<file path="src/rtl/portal_indication_arbiter.sv">
`default_nettype none
// ============================================================================
// Module   : portal_indication_arbiter
// Purpose  : Round-robin arbiter that merges NREQ indication sources into one
//            DEPTH-entry FIFO. The host drains the FIFO through first/deq, and
//            the FIFO head drives the portal interrupt status and channel.
// Revision : 1.0 - initial release
// ----------------------------------------------------------------------------
// Ports:
//   CLK, RST            clock, synchronous active-high reset
//   req_ENA / req_v     per-source request level and payload (source i at
//                       req_v[i*DATA_W +: DATA_W])
//   req_RDY             one-hot grant; a transfer is ENA & RDY
//   intr_en             interrupt enable (masks intr_status only)
//   ind_first(_RDY)     head payload / FIFO not empty
//   ind_notEmpty(_RDY)  FIFO not empty / constant 1
//   ind_deq_ENA/_RDY    pop the head / FIFO not empty
//   intr_status         intr_en & not empty
//   intr_channel        source index of the head entry, 0 when empty
//   enq_count           total accepted transfers, wraps at 2^32
// ============================================================================
module portal_indication_arbiter #(
  parameter int NREQ   = 4,
  parameter int DEPTH  = 8,
  parameter int DATA_W = 32
) (
  input  logic                     CLK,
  input  logic                     RST,
  input  logic [NREQ-1:0]          req_ENA,
  input  logic [NREQ*DATA_W-1:0]   req_v,
  output logic [NREQ-1:0]          req_RDY,
  input  logic                     intr_en,
  output logic                     ind_first_RDY,
  output logic [DATA_W-1:0]        ind_first,
  output logic                     ind_notEmpty_RDY,
  output logic                     ind_notEmpty,
  output logic                     ind_deq_RDY,
  input  logic                     ind_deq_ENA,
  output logic                     intr_status,
  output logic [31:0]              intr_channel,
  output logic [31:0]              enq_count
);

  localparam int IDX_W = (NREQ > 1) ? $clog2(NREQ) : 1;
  localparam int PTR_W = $clog2(DEPTH);

  localparam logic [IDX_W:0]   NREQ_E   = (IDX_W+1)'(NREQ);
  localparam logic [IDX_W-1:0] LAST_IDX = IDX_W'(NREQ - 1);
  localparam logic [PTR_W:0]   DEPTH_C  = (PTR_W+1)'(DEPTH);

  logic [PTR_W:0]    count_q, count_d;
  logic [PTR_W-1:0]  wr_ptr_q, rd_ptr_q;
  logic [IDX_W-1:0]  rr_ptr_q, rr_ptr_d;
  logic [31:0]       enq_count_q;

  logic [DATA_W-1:0] data_q [DEPTH];
  logic [IDX_W-1:0]  src_q  [DEPTH];

  logic              full, empty;
  logic              found;
  logic [IDX_W-1:0]  gidx;
  logic [IDX_W:0]    cand_ext;
  logic [IDX_W-1:0]  cand;
  logic              enq, deq;
  logic [DATA_W-1:0] gdata;

  assign full  = (count_q == DEPTH_C);
  assign empty = (count_q == '0);

  // Search starting at rr_ptr and wrapping modulo NREQ. The candidate index
  // is formed one bit wider so the wrap works for non-power-of-2 NREQ.
  always_comb begin
    found    = 1'b0;
    gidx     = '0;
    cand_ext = '0;
    cand     = '0;
    for (int k = 0; k < NREQ; k++) begin
      cand_ext = {1'b0, rr_ptr_q} + (IDX_W+1)'(k);
      if (cand_ext >= NREQ_E) begin
        cand_ext = cand_ext - NREQ_E;
      end
      cand = cand_ext[IDX_W-1:0];
      if (!found && req_ENA[cand]) begin
        found = 1'b1;
        gidx  = cand;
      end
    end
  end

  // Grant is computed from registered count only, so a deq while full does
  // not open a slot until the following cycle.
  assign enq     = found && !full && !RST;
  assign deq     = ind_deq_ENA && !empty && !RST;
  assign req_RDY = enq ? (NREQ'(1) << gidx) : '0;
  assign gdata   = req_v[gidx*DATA_W +: DATA_W];

  always_comb begin
    rr_ptr_d = rr_ptr_q;
    if (enq) begin
      rr_ptr_d = (gidx == LAST_IDX) ? '0 : gidx + 1'b1;
    end
  end

  always_comb begin
    count_d = count_q;
    case ({enq, deq})
      2'b10:   count_d = count_q + 1'b1;
      2'b01:   count_d = count_q - 1'b1;
      default: count_d = count_q;
    endcase
  end

  always_ff @(posedge CLK) begin
    if (RST) begin
      count_q     <= '0;
      wr_ptr_q    <= '0;
      rd_ptr_q    <= '0;
      rr_ptr_q    <= '0;
      enq_count_q <= '0;
    end else begin
      count_q  <= count_d;
      rr_ptr_q <= rr_ptr_d;
      if (enq) begin
        wr_ptr_q    <= wr_ptr_q + 1'b1;
        enq_count_q <= enq_count_q + 32'd1;
      end
      if (deq) begin
        rd_ptr_q <= rd_ptr_q + 1'b1;
      end
    end
  end

  // Storage carries no reset; validity is tracked by count_q alone.
  always_ff @(posedge CLK) begin
    if (enq) begin
      data_q[wr_ptr_q] <= gdata;
      src_q[wr_ptr_q]  <= gidx;
    end
  end

  assign ind_first        = data_q[rd_ptr_q];
  assign ind_first_RDY    = !empty;
  assign ind_notEmpty     = !empty;
  assign ind_notEmpty_RDY = 1'b1;
  assign ind_deq_RDY      = !empty;
  assign intr_status      = intr_en && !empty;
  assign intr_channel     = empty ? 32'd0 : 32'(src_q[rd_ptr_q]);
  assign enq_count        = enq_count_q;

endmodule
`default_nettype wire
</file>
<file path="config.mk">
export PLATFORM = sky130hd
export DESIGN_NAME = portal_indication_arbiter
export DESIGN_NICKNAME = d
export VERILOG_FILES = /design/src/rtl/portal_indication_arbiter.sv
export SDC_FILE = /design/constraint.sdc
export NUM_CORES = 1
export LEC_CHECK = 0
export ABC_CLOCK_PERIOD_IN_PS = 18200
export CAP_MARGIN = 10
export CELL_PAD_IN_SITES_DETAIL_PLACEMENT = 1
export CELL_PAD_IN_SITES_GLOBAL_PLACEMENT = 2
export CORE_UTILIZATION = 41
export CTS_BUF_LIST = sky130_fd_sc_hd__clkbuf_16
export DETAILED_ROUTE_END_ITERATION = 7
export GPL_TIMING_DRIVEN = 0
export PLACE_DENSITY_LB_ADDON = 0.1
export SETUP_SLACK_MARGIN = 0.05
export SYNTH_ARGS = -nofsm -noshare
export SYNTH_HDL_FRONTEND = slang
export SYNTH_SLANG_ARGS = --single-unit
</file>
<file path="constraint.sdc">
create_clock -name CLK -period 18.2 [get_ports CLK]
set_input_delay 3.64 -clock CLK [delete_from_list [all_inputs] [get_ports CLK]]
set_output_delay 3.64 -clock CLK [all_outputs]
set_load 0.01 [all_outputs]
</file>
### Word-level counts from Yosys, hierarchy flattened

Memory sizes are Yosys's and may differ from the RTL's. A register that Yosys moved wholly into a read port is not among the register bits.
Index checks and enable logic that the tools add are counted.

* add/sub/neg operators: 13
* multiply operators: 0
* divide/modulo/power cells: 0
* $lt $le $gt $ge: 8
* equal/unequal tests: 4
* shift-type cells: 2
* multiplexer cells: 30
* bitwise logic cells: 0
* reductions and logical operators: 16

Operators with widths (number)
* 128-bit by 8-bit variable part select with 32-bit output: 1
* 32-bit by 1-bit adder with 32-bit output, second input constant: 1
* 2-bit 2-to-1 mux: 10
* 2-bit by 3-bit < comparator with 1-bit output, second input constant: 4
* 3-bit 2-to-1 mux: 4
* 1-bit 2-to-1 mux: 10
* 3-bit >= comparator, second input constant: 3
* 1-bit binary-select mux with 2-bit select: 4
* 1-bit logical AND: 8
* 4-bit case mux with 2 select lines: 1
* 2-bit by 1-bit subtractor with 2-bit output, second input constant: 4
* 2-bit by 2-bit adder with 3-bit output, second input constant: 2
* 3-bit by 1-bit adder with 3-bit output, second input constant: 2
* 1-bit zero test: 6
* 4-bit by 1-bit adder with 4-bit output, second input constant: 1
* 2-bit == test, second input constant: 2
* 4-bit == test, second input constant: 1
* 4-bit zero test: 1
* 4-bit 2-to-1 mux: 1
* 1-bit by 2-bit left shift with 4-bit output, first input constant: 1
* 4-bit by 1-bit subtractor with 4-bit output, second input constant: 1
* 2-bit by 1-bit adder with 3-bit output, second input constant: 1
* 2-bit by 3-bit >= comparator with 1-bit output, second input constant: 1
* 2-bit by 1-bit adder with 2-bit output, second input constant: 1
* 2 further kinds: 2

* flip-flop bits (word level): 44
* latch bits: 0
* bits in writable memories: 272
* bits in read-only memories: 0
* input bits: 136
* output and inout port bits: 105
* memories: 2

Memory list
* data_q: words 8, width 32, rd ports 1, clocked after memory_dff 1, wr ports 1, RTL line 56 `logic [DATA_W-1:0] data_q [DEPTH];`
* src_q: words 8, width 2, rd ports 1, clocked after memory_dff 1, wr ports 1, RTL line 57 `logic [IDX_W-1:0] src_q [DEPTH];`

### Longest topological paths before layout

Gate-level depths: netlist of the first run.

* word-level depth: 18
* depth in mapped cells: 12

### Least setup slack after synthesis of the first run

Ideal clock, no wire load.

* kind: input -> output
* start point: in req_ENA[0]
* end point: out req_RDY[0]
* data arrival time: 5007 ps
* required time: 14560 ps
* path slack: 9553 ps
* stages: 9
* path through: nor2b_1 > a21oi_1 > o22ai_1 > a21oi_1 > buf_2 > buf_2 > inv_1 > ha_1 > and2_1

* elaborated cells between the ends (all ways): 26
* those cells by class: shift (1); mux (17); reduce/logical (8)

RTL lines
* from (decl): RTL line 29 `input logic [NREQ-1:0] req_ENA,`
* 1-bit binary-select mux with 2-bit select: RTL line 83 `if (!found && req_ENA[cand]) begin`
* 1-bit 2-to-1 mux (implied by the code): RTL line 83
* 1-bit 2-to-1 mux: RTL line 83
* 1-bit zero test: RTL line 83
* 1-bit logical AND: RTL line 83
* 1-bit 2-to-1 mux: RTL line 83
* 1-bit zero test: RTL line 83
* 1-bit logical AND: RTL line 83
* 1-bit 2-to-1 mux: RTL line 83
* 1-bit zero test: RTL line 83
* 1-bit logical AND: RTL line 83
* 2-bit 2-to-1 mux (*): RTL line 83
* named net gidx[0]: RTL line 61 `logic [IDX_W-1:0] gidx;`
* 1-bit by 2-bit left shift with 4-bit output (*): RTL line 94 `assign req_RDY = enq ? (NREQ'(1) << gidx) : '0;`
* 4-bit 2-to-1 mux (*): RTL line 94
* to (decl): RTL line 31 `output logic [NREQ-1:0] req_RDY,`

Mark *: on every way through the listed nets, which the timed path passes. The rest lies on a longest branch. The select of a mux whose other input is x is not followed.

### Worst setup path after layout of the first run

* start point: in req_ENA[1]
* end point: out req_RDY[0]

The elaborated chain is that of the path after synthesis.

==> results.py, run 1 <==
metrics = {
    "outcome": {
        "outcome": "finished clean",
    },
    "cts": {
        "htree_levels": 2,
        "cts_made_buffers": 35,
        "cts_num_sinks": 319,
        "cts_max_path_buffers": 3,
        "cts.repair.resized": 0,
        "tritoncts_clock_tree": "yes",
        "cts_root_buf": "clkbuf_16",
        "cts_hold_repair.buffers": 0,
        "cts.reportedPaths.clkPinSlew_ns": 0.06,
        "post_cts_setup_buffer_count": 0,
        "worst_skew_pair.late_latency_ns": 0.51,
    },
    "grt": {
        "first_global_vias": 8577,
        "grt_first_pass_wirelength_mm": 52.3,
        "gr-total-overflow": 0,
        "grt_start_max_net_pins": 24,
        "grt_antenna_before_repair": 1,
        "grt_usage_pct": 20.8,
    },
    "sta": {
        "layout_setup_ws_ns": 7.92,
        "hold_viol_final": 0,
        "finalCritPeriodShare_pct": 56.5,
        "finalWorstPathRequiredPeriod_ns": 10.28,
        "setup_total_negative_slack_ns": 0,
        "grt_setup_unrepaired": "false",
        "fin_skew_ns": 0.0152,
        "worst_pin_slew_ns": 1.01,
        "slew_headroom_pct": 32.6,
        "final_number_of_setup_violating_endpoints": 0,
        "timing.final.max_slew_violations": 0,
        "fmax_mhz": 97.3,
    },
    "placement": {
        "placer_s_final_routability_congestion_estimate": 0.730,
        "dp_worst_setup_slack_ns": 7.93,
        "buffer_ports.inserted": 208,
        "dp.final_hpwl_mm": 24.9,
        "placed_cell_area_mm2": 0.0170,
    },
    "die": {
        "io_pins": 241,
        "die-area_mm2": 0.0345,
        "die-width_um": 186,
        "design.core.area_mm2": 0.0329,
        "floorplan.die.height_um": 186,
        "floorplan.rows": 66,
        "initial_utilization_pct": 42.2,
    },
    "worst_hold_path": {
        "hold_path_end": "enq_count[31]$_SDFFE_PP0P_",
        "holdCritPathClass": "reg -> reg",
        "hold_path_depth": 1,
        "hold_start": "enq_count[31]$_SDFFE_PP0P_",
    },
    "power": {
        "power.density_mw_per_mm2": 126,
        "vdd.ir_drop.worst_uv": 73.0,
        "power.leakage_uw": 0.00631,
    },
    "synthesis": {
        "synth_ff_type": "edfxtp_1",
        "synthArstFlopShare_pct": 0,
        "top_cells_by_instance_count_after_synthesis": "edfxtp_1, mux2i_1, mux4_2",
        "synth_top_cells_by_area": "edfxtp_1, mux4_2, mux2i_1",
        "synth_largest_area_cell": "edfxtp_1",
        "share_of_the_yosys_chip_area_belonging_to_registers_pct": 65.7,
        "summed_instance_area_of_the_synthesized_netlist_mm2": 0.0139,
        "synthesis.instances": 814,
        "syn_area_per_cell_um2": 17.0,
        "synth_seq_cells": 319,
        "synthMostInstantiatedCell": "edfxtp_1",
        "post_synth_num_cell_types": 44,
        "ys.warnings.count": 0,
        "number_of_enable_flip_flop_cells_after_synthesis": 272,
        "synth.top_cell.area_share_pct": 58.9,
    },
    "worst_setup_path": {
        "critPathLaunchType": "input port",
        "critPathCaptureType": "output port",
        "timing.critical_path.fanout_max": 20,
        "worst_r2r_endpoint": "data_q[3][9]$_DFFE_PP_",
        "cp_data_required_time_ns": 14.56,
        "crit_arrival_ns": 6.64,
        "crit_chain": "clkdlybuf4s50_1 -> inv_1 -> a21oi_1 -> o22ai_1 -> a21oi_1 -> buf_2 -> buf_2 -> inv_1 -> ha_1 -> and2_1 -> clkdlybuf4s50_1",
        "criticalPathCategory": "in -> out",
        "r2r-start": "count_q[2]$_SDFFE_PP0P_",
        "critical_path.max_stage_delay_ns": 0.61,
        "r2r_cells": 7,
        "cp.buffers_inverters": 6,
        "cpLargestDelayFamily": "buffers and inverters",
        "regToRegSetupSlack_ns": 15.01,
        "slowest_stage": "buf_2",
    },
    "layout": {
        "final_area_mm2": 0.0181,
        "nNetsFinal": 1269,
        "layout.area.seq_mm2": 0.00911,
        "multiInputGateArea_mm2": 0.00437,
        "fill_cells": 3182,
        "drive_above_1_share_pct": 22.2,
        "area_delta_synth_final_pct": 31.0,
    },
    "detailed_routing": {
        "dr_total_vias": 8243,
        "drt-wirelength-per-cell_um": 22.3,
        "drtIter0Drc": 497,
        "dr.pass1.iters": 5,
        "drc_errors": 0,
        "avgViaCountPerCell": 5.18,
        "antenna_left": 0,
        "wirelength_mm": 35.4,
    },
    "flow_run": {
        "timing.max_cap.violations": 0,
    },
}
==> kinds of logic after synthesis <==
kind of cell    count (synthesis)  share of synthesized area, %
compound gates                 17                         0.713
xor+xnor                       36                          2.28
fa+ha+maj                      10                         0.903
buf+inv                        88                          3.86
flops                         319                          65.7
mux                           201                          20.9
other cells                     2                        0.0542
simple gates                  141                          5.51
==> how the worst max path moves through the flow <==
stage / from / to / slack (ns) / cells past startpoint
after floorplan: req_ENA[0] / req_RDY[0] / 9.55 / 9
after global placement: req_ENA[1] / data_q[2][12]$_DFFE_PP_ / 4.89 / 5
after detailed placement: req_ENA[1] / req_RDY[2] / 7.93 / 11
after CTS: req_ENA[1] / req_RDY[0] / 7.87 / 11
after global routing: req_ENA[1] / req_RDY[2] / 7.72 / 11
final: req_ENA[1] / req_RDY[0] / 7.92 / 11
==> report_power, final <==
| part | leakage [µW] | total [µW] | switching, µW | internal (µW) |
|---|---|---|---|---|
| clock network | 0.000590 | 695 | 277 | 418 |
| logic | 0.00287 | 643 | 339 | 305 |
| registers | 0.00285 | 948 | 20.6 | 928 |
| total | 0.00631 | 2290 | 636 | 1650 |
==> final cells by class <==
cell class	instances	share of cell area (%)
clock inverter	25	1.04
timing repair buffer	243	13.4
multi-input combinational	436	24.1
inverter	11	0.228
buffer	77	2.72
clock buffer	38	5.24
sequential	319	50.2
tap	442	3.05
antenna	1	0.0138
==> per-layer routing <==
layer / routed length [µm] / global-route usage, %
met1: 15700 / 28.4
met2: 17600 / 35.2
met3: 1650 / 2.93
met4: 547 / 4.66
met5: 0 / 0
==> layout by cell type (no fill, tap or decap), types with 3 or more instances in the layout <==
| cell | n |
|---|---|
| nor3_1 | 7 |
| nand4_1 | 6 |
| conb_1 | 31 |
| xor2_1 | 17 |
| and2_1 | 7 |
| clkdlybuf4s50_1 | 208 |
| ha_1 | 10 |
| dfxtp_1 | 47 |
| clkinv_1 | 6 |
| nand2_1 | 23 |
| clkbuf_16 | 38 |
| buf_4 | 52 |
| mux4_2 | 68 |
| nor4b_1 | 3 |
| a21oi_1 | 7 |
| mux2i_1 | 101 |
| buf_1 | 3 |
| nor4_1 | 9 |
| buf_8 | 4 |
| nor2_1 | 42 |
| bufinv_16 | 3 |
| o21ai_0 | 4 |
| clkinv_2 | 6 |
| inv_1 | 18 |
| edfxtp_1 | 272 |
| buf_2 | 14 |
| mux2_2 | 32 |
| and4_1 | 6 |
| xnor2_1 | 19 |
| clkbuf_1 | 17 |
| buf_6 | 21 |
| nand3_1 | 15 |
==> metrics by stage <==
| stage | hold slack (ns) | total power [µW] | util [%] | std cells |
|---|---|---|---|---|
| detailed placement | 0.471 | 1620 | 51.7 | 1528 |
| floorplan | 0.454 | 1340 | - | 843 |
| CTS | 0.491 | 2320 | 55.2 | 1591 |
| finish | 0.480 | 2290 | 55.2 | 1592 |
| global placement | 0.468 | 1600 | 50.5 | 1493 |
| global route | 0.513 | 2380 | 55.2 | 1591 |
==> registers in the layout (all words and copies together) (netlist names), named ones only <==
| signal | cells |
|---|---|
| rr_ptr_q | 2 |
| data_q | 256 |
| src_q | 16 |
| enq_count | 32 |
| rd_ptr_q | 3 |
| count_q | 4 |
| wr_ptr_q | 3 |
Power figures use the tool's default switching activity.
==> run 2: changes to the inputs <==
--- a/config.mk
+++ b/config.mk
@@ -5,11 +5,11 @@
 export SDC_FILE = /design/constraint.sdc
 export NUM_CORES = 1
 export LEC_CHECK = 0
-export ABC_CLOCK_PERIOD_IN_PS = 18200
+export ABC_CLOCK_PERIOD_IN_PS = 8600
 export CAP_MARGIN = 10
 export CELL_PAD_IN_SITES_DETAIL_PLACEMENT = 1
 export CELL_PAD_IN_SITES_GLOBAL_PLACEMENT = 2
-export CORE_UTILIZATION = 41
+export CORE_UTILIZATION = 35
 export CTS_BUF_LIST = sky130_fd_sc_hd__clkbuf_16
 export DETAILED_ROUTE_END_ITERATION = 7
 export GPL_TIMING_DRIVEN = 0
==> constraint.sdc (replaced) <==
create_clock -name CLK -period 8.6 [get_ports CLK]
set_input_delay 1.72 -clock CLK [delete_from_list [all_inputs] [get_ports CLK]]
set_output_delay 1.72 -clock CLK [all_outputs]
set_load 0.01 [all_outputs]
==> run 2 against run 1 <==
  * Sequential cell count did not move
  * Via count is 1.0% lower
  * Routed wire length is 1.8% higher
  * Largest cell class unchanged
  * Critical path type unchanged
  * Largest power group unchanged
==> results.py, run 2 (same netlist as run 1, synthesis figures left out) <==
metrics = {
    "detailed_routing": {
        "met2_wirelength_mm": 17.4,
        "drtIter0Drc": 422,
        "drt-wirelength-per-cell_um": 21.6,
        "avgViaCountPerCell": 4.89,
        "dr.pass1.iters": 4,
        "antenna_left": 0,
        "wirelength_mm": 36.1,
        "dr_total_vias": 8159,
        "top_layer_used": "met4",
        "wl_met1_mm": 16.4,
        "drc_errors": 0,
        "met3_wirelength_from_detailed_routing_mm": 1.66,
    },
    "power": {
        "power.sequential.fraction_pct": 41.7,
        "pwr-share-clk_pct": 30.1,
        "vdd.ir_drop.worst_uv": 138,
        "sw_frac_of_total_pct": 28.0,
        "p_sw_uw": 1350,
        "power.leakage_uw": 0.00630,
        "power_frac_comb_pct": 28.3,
        "cellInternalPower_uw": 3460,
        "power.density_mw_per_mm2": 264,
    },
    "layout": {
        "final_area_mm2": 0.0182,
        "register_with_the_most_flip_flops": "data_q",
        "area_delta_synth_final_pct": 31.4,
        "flip_flop_count_of_the_largest_register_all_copies_and_words_added": 256,
        "layout.cells.most_common_list": "edfxtp_1, clkdlybuf4s50_1, mux2i_1",
        "drive_above_1_share_pct": 22.0,
        "nNetsFinal": 1271,
        "antenna_cells": 0,
        "layout_commonest_cell": "edfxtp_1",
        "layout.core_utilization_pct": 46.9,
    },
    "worst_setup_path": {
        "crit_arrival_ns": 4.67,
        "criticalPathCategory": "in -> out",
        "timing.critical_path.fanout_max": 19,
        "critPathCaptureType": "output port",
        "cpLargestDelayFamily": "buffers and inverters",
        "cp.buffers_inverters": 5,
        "cp_data_required_time_ns": 6.88,
        "slowest_stage": "buf_2",
        "critical_path.max_stage_delay_ns": 0.60,
        "r2r_cells": 7,
        "critPathLaunchType": "input port",
        "crit_chain": "clkdlybuf4s50_1 -> nor2b_1 -> a21oi_1 -> o22ai_1 -> a21oi_1 -> buf_2 -> buf_2 -> inv_1 -> ha_1 -> and2_1 -> clkdlybuf4s50_1",
        "critical_path_depth": 11,
    },
    "cts": {
        "cts_root_buf": "clkbuf_16",
        "htree_levels": 2,
        "cts_hold_repair.buffers": 0,
        "tritoncts_clock_tree": "yes",
        "cts_num_sinks": 319,
        "worst_skew_pair.late_latency_ns": 0.52,
        "cts.reportedPaths.clkPinSlew_ns": 0.05,
        "cts_made_buffers": 36,
        "cts.repair.resized": 0,
        "cts_max_path_buffers": 3,
        "post_cts_setup_buffer_count": 0,
    },
    "sta": {
        "layout_setup_ws_ns": 2.21,
        "grt_setup_unrepaired": "false",
        "timing.final.max_slew_violations": 0,
        "finalCritPeriodShare_pct": 74.3,
        "fmax_mhz": 156,
        "hold_viol_final": 0,
        "final_number_of_setup_violating_endpoints": 0,
        "finalWorstPathRequiredPeriod_ns": 6.39,
        "slew_headroom_pct": 33.7,
        "fin_skew_ns": 0.0250,
        "worst_pin_slew_ns": 0.992,
    },
    "die": {
        "die-area_mm2": 0.0404,
        "floorplan.die.height_um": 201,
        "initial_utilization_pct": 35.7,
        "design.core.area_mm2": 0.0388,
        "io_pins": 241,
        "die-width_um": 201,
        "floorplan.rows": 72,
    },
    "grt": {
        "grt_start_max_net_pins": 23,
        "grt_antenna_before_repair": 1,
        "gr-total-overflow": 0,
        "first_global_vias": 8892,
        "grt_usage_pct": 17.9,
        "grt_first_pass_wirelength_mm": 54.8,
    },
    "placement": {
        "buffer_ports.inserted": 208,
        "placer_s_final_routability_congestion_estimate": 0.731,
        "dp.final_hpwl_mm": 25.3,
        "dp_worst_setup_slack_ns": 2.22,
        "placed_cell_area_mm2": 0.0171,
    },
    "flow_run": {
        "timing.max_cap.violations": 0,
    },
    "worst_hold_path": {
        "hold_path_depth": 2,
        "holdCritPathClass": "reg -> reg",
    },
    "outcome": {
        "outcome": "finished clean",
    },
}
run 2: power by group through the flow:
stage / sequential [µW] / combinational, µW / clock (µW)
global placement: 2050 / 1360 / 0
CTS: 2010 / 1410 / 1480
global route: 2020 / 1480 / 1530
detailed placement: 2040 / 1400 / 0
floorplan: 2030 / 808 / 0
finish: 2000 / 1360 / 1450
run 2: through the flow:
stage / hold slack [ns] / setup TNS, ns / instances / total power [µW]
2_1_floorplan: 0.454 / 0 / 843 / 2830
3_3_place_gp: 0.476 / -338.64 / 1569 / 3400
3_5_place_dp: 0.479 / 0 / 1605 / 3430
4_1_cts: 0.491 / 0 / 1668 / 4890
5_1_grt: 0.510 / 0 / 1668 / 5030
6_report: 0.485 / 0 / 1668 / 4810
run 2: metal layers:
metal  GRT usage [%]  up-vias
met5               0        -
met4            3.79        0
met3            2.81       40
met2            29.8      218
met1            24.9     4165
li1                -     3736
run 2: worst paths after layout:
kind,from,end,slack [ns]
setup / recovery,req_ENA[0],req_RDY[0],2.21
hold / removal,rd_ptr_q[1]$_SDFFE_PP0P_,rd_ptr_q[1]$_SDFFE_PP0P_,0.49
hold reg to reg,rd_ptr_q[1]$_SDFFE_PP0P_,rd_ptr_q[1]$_SDFFE_PP0P_,0.49
setup reg to reg,count_q[2]$_SDFFE_PP0P_,data_q[3][27]$_DFFE_PP_,5.54
run 2: final cells by class:
| cell class | count | area [µm²] |
|---|---|---|
| clock inverters | 25 | 165 |
| well taps | 518 | 648 |
| clock buffers | 38 | 951 |
| inverters | 11 | 41.3 |
| repair buffers | 244 | 2440 |
| flip-flops and latches | 319 | 9110 |
| plain buffers | 77 | 494 |
| multi-input cells | 436 | 4370 |
| fillers | 3803 | 20600 |
run 2: worst reg2reg max path: cells and delay by family (launching register included):
kind	cells	cell delay [ns]
and+or+nand+nor	4	1.57
DFF	1	0.46
buffers and inverters	3	0.75
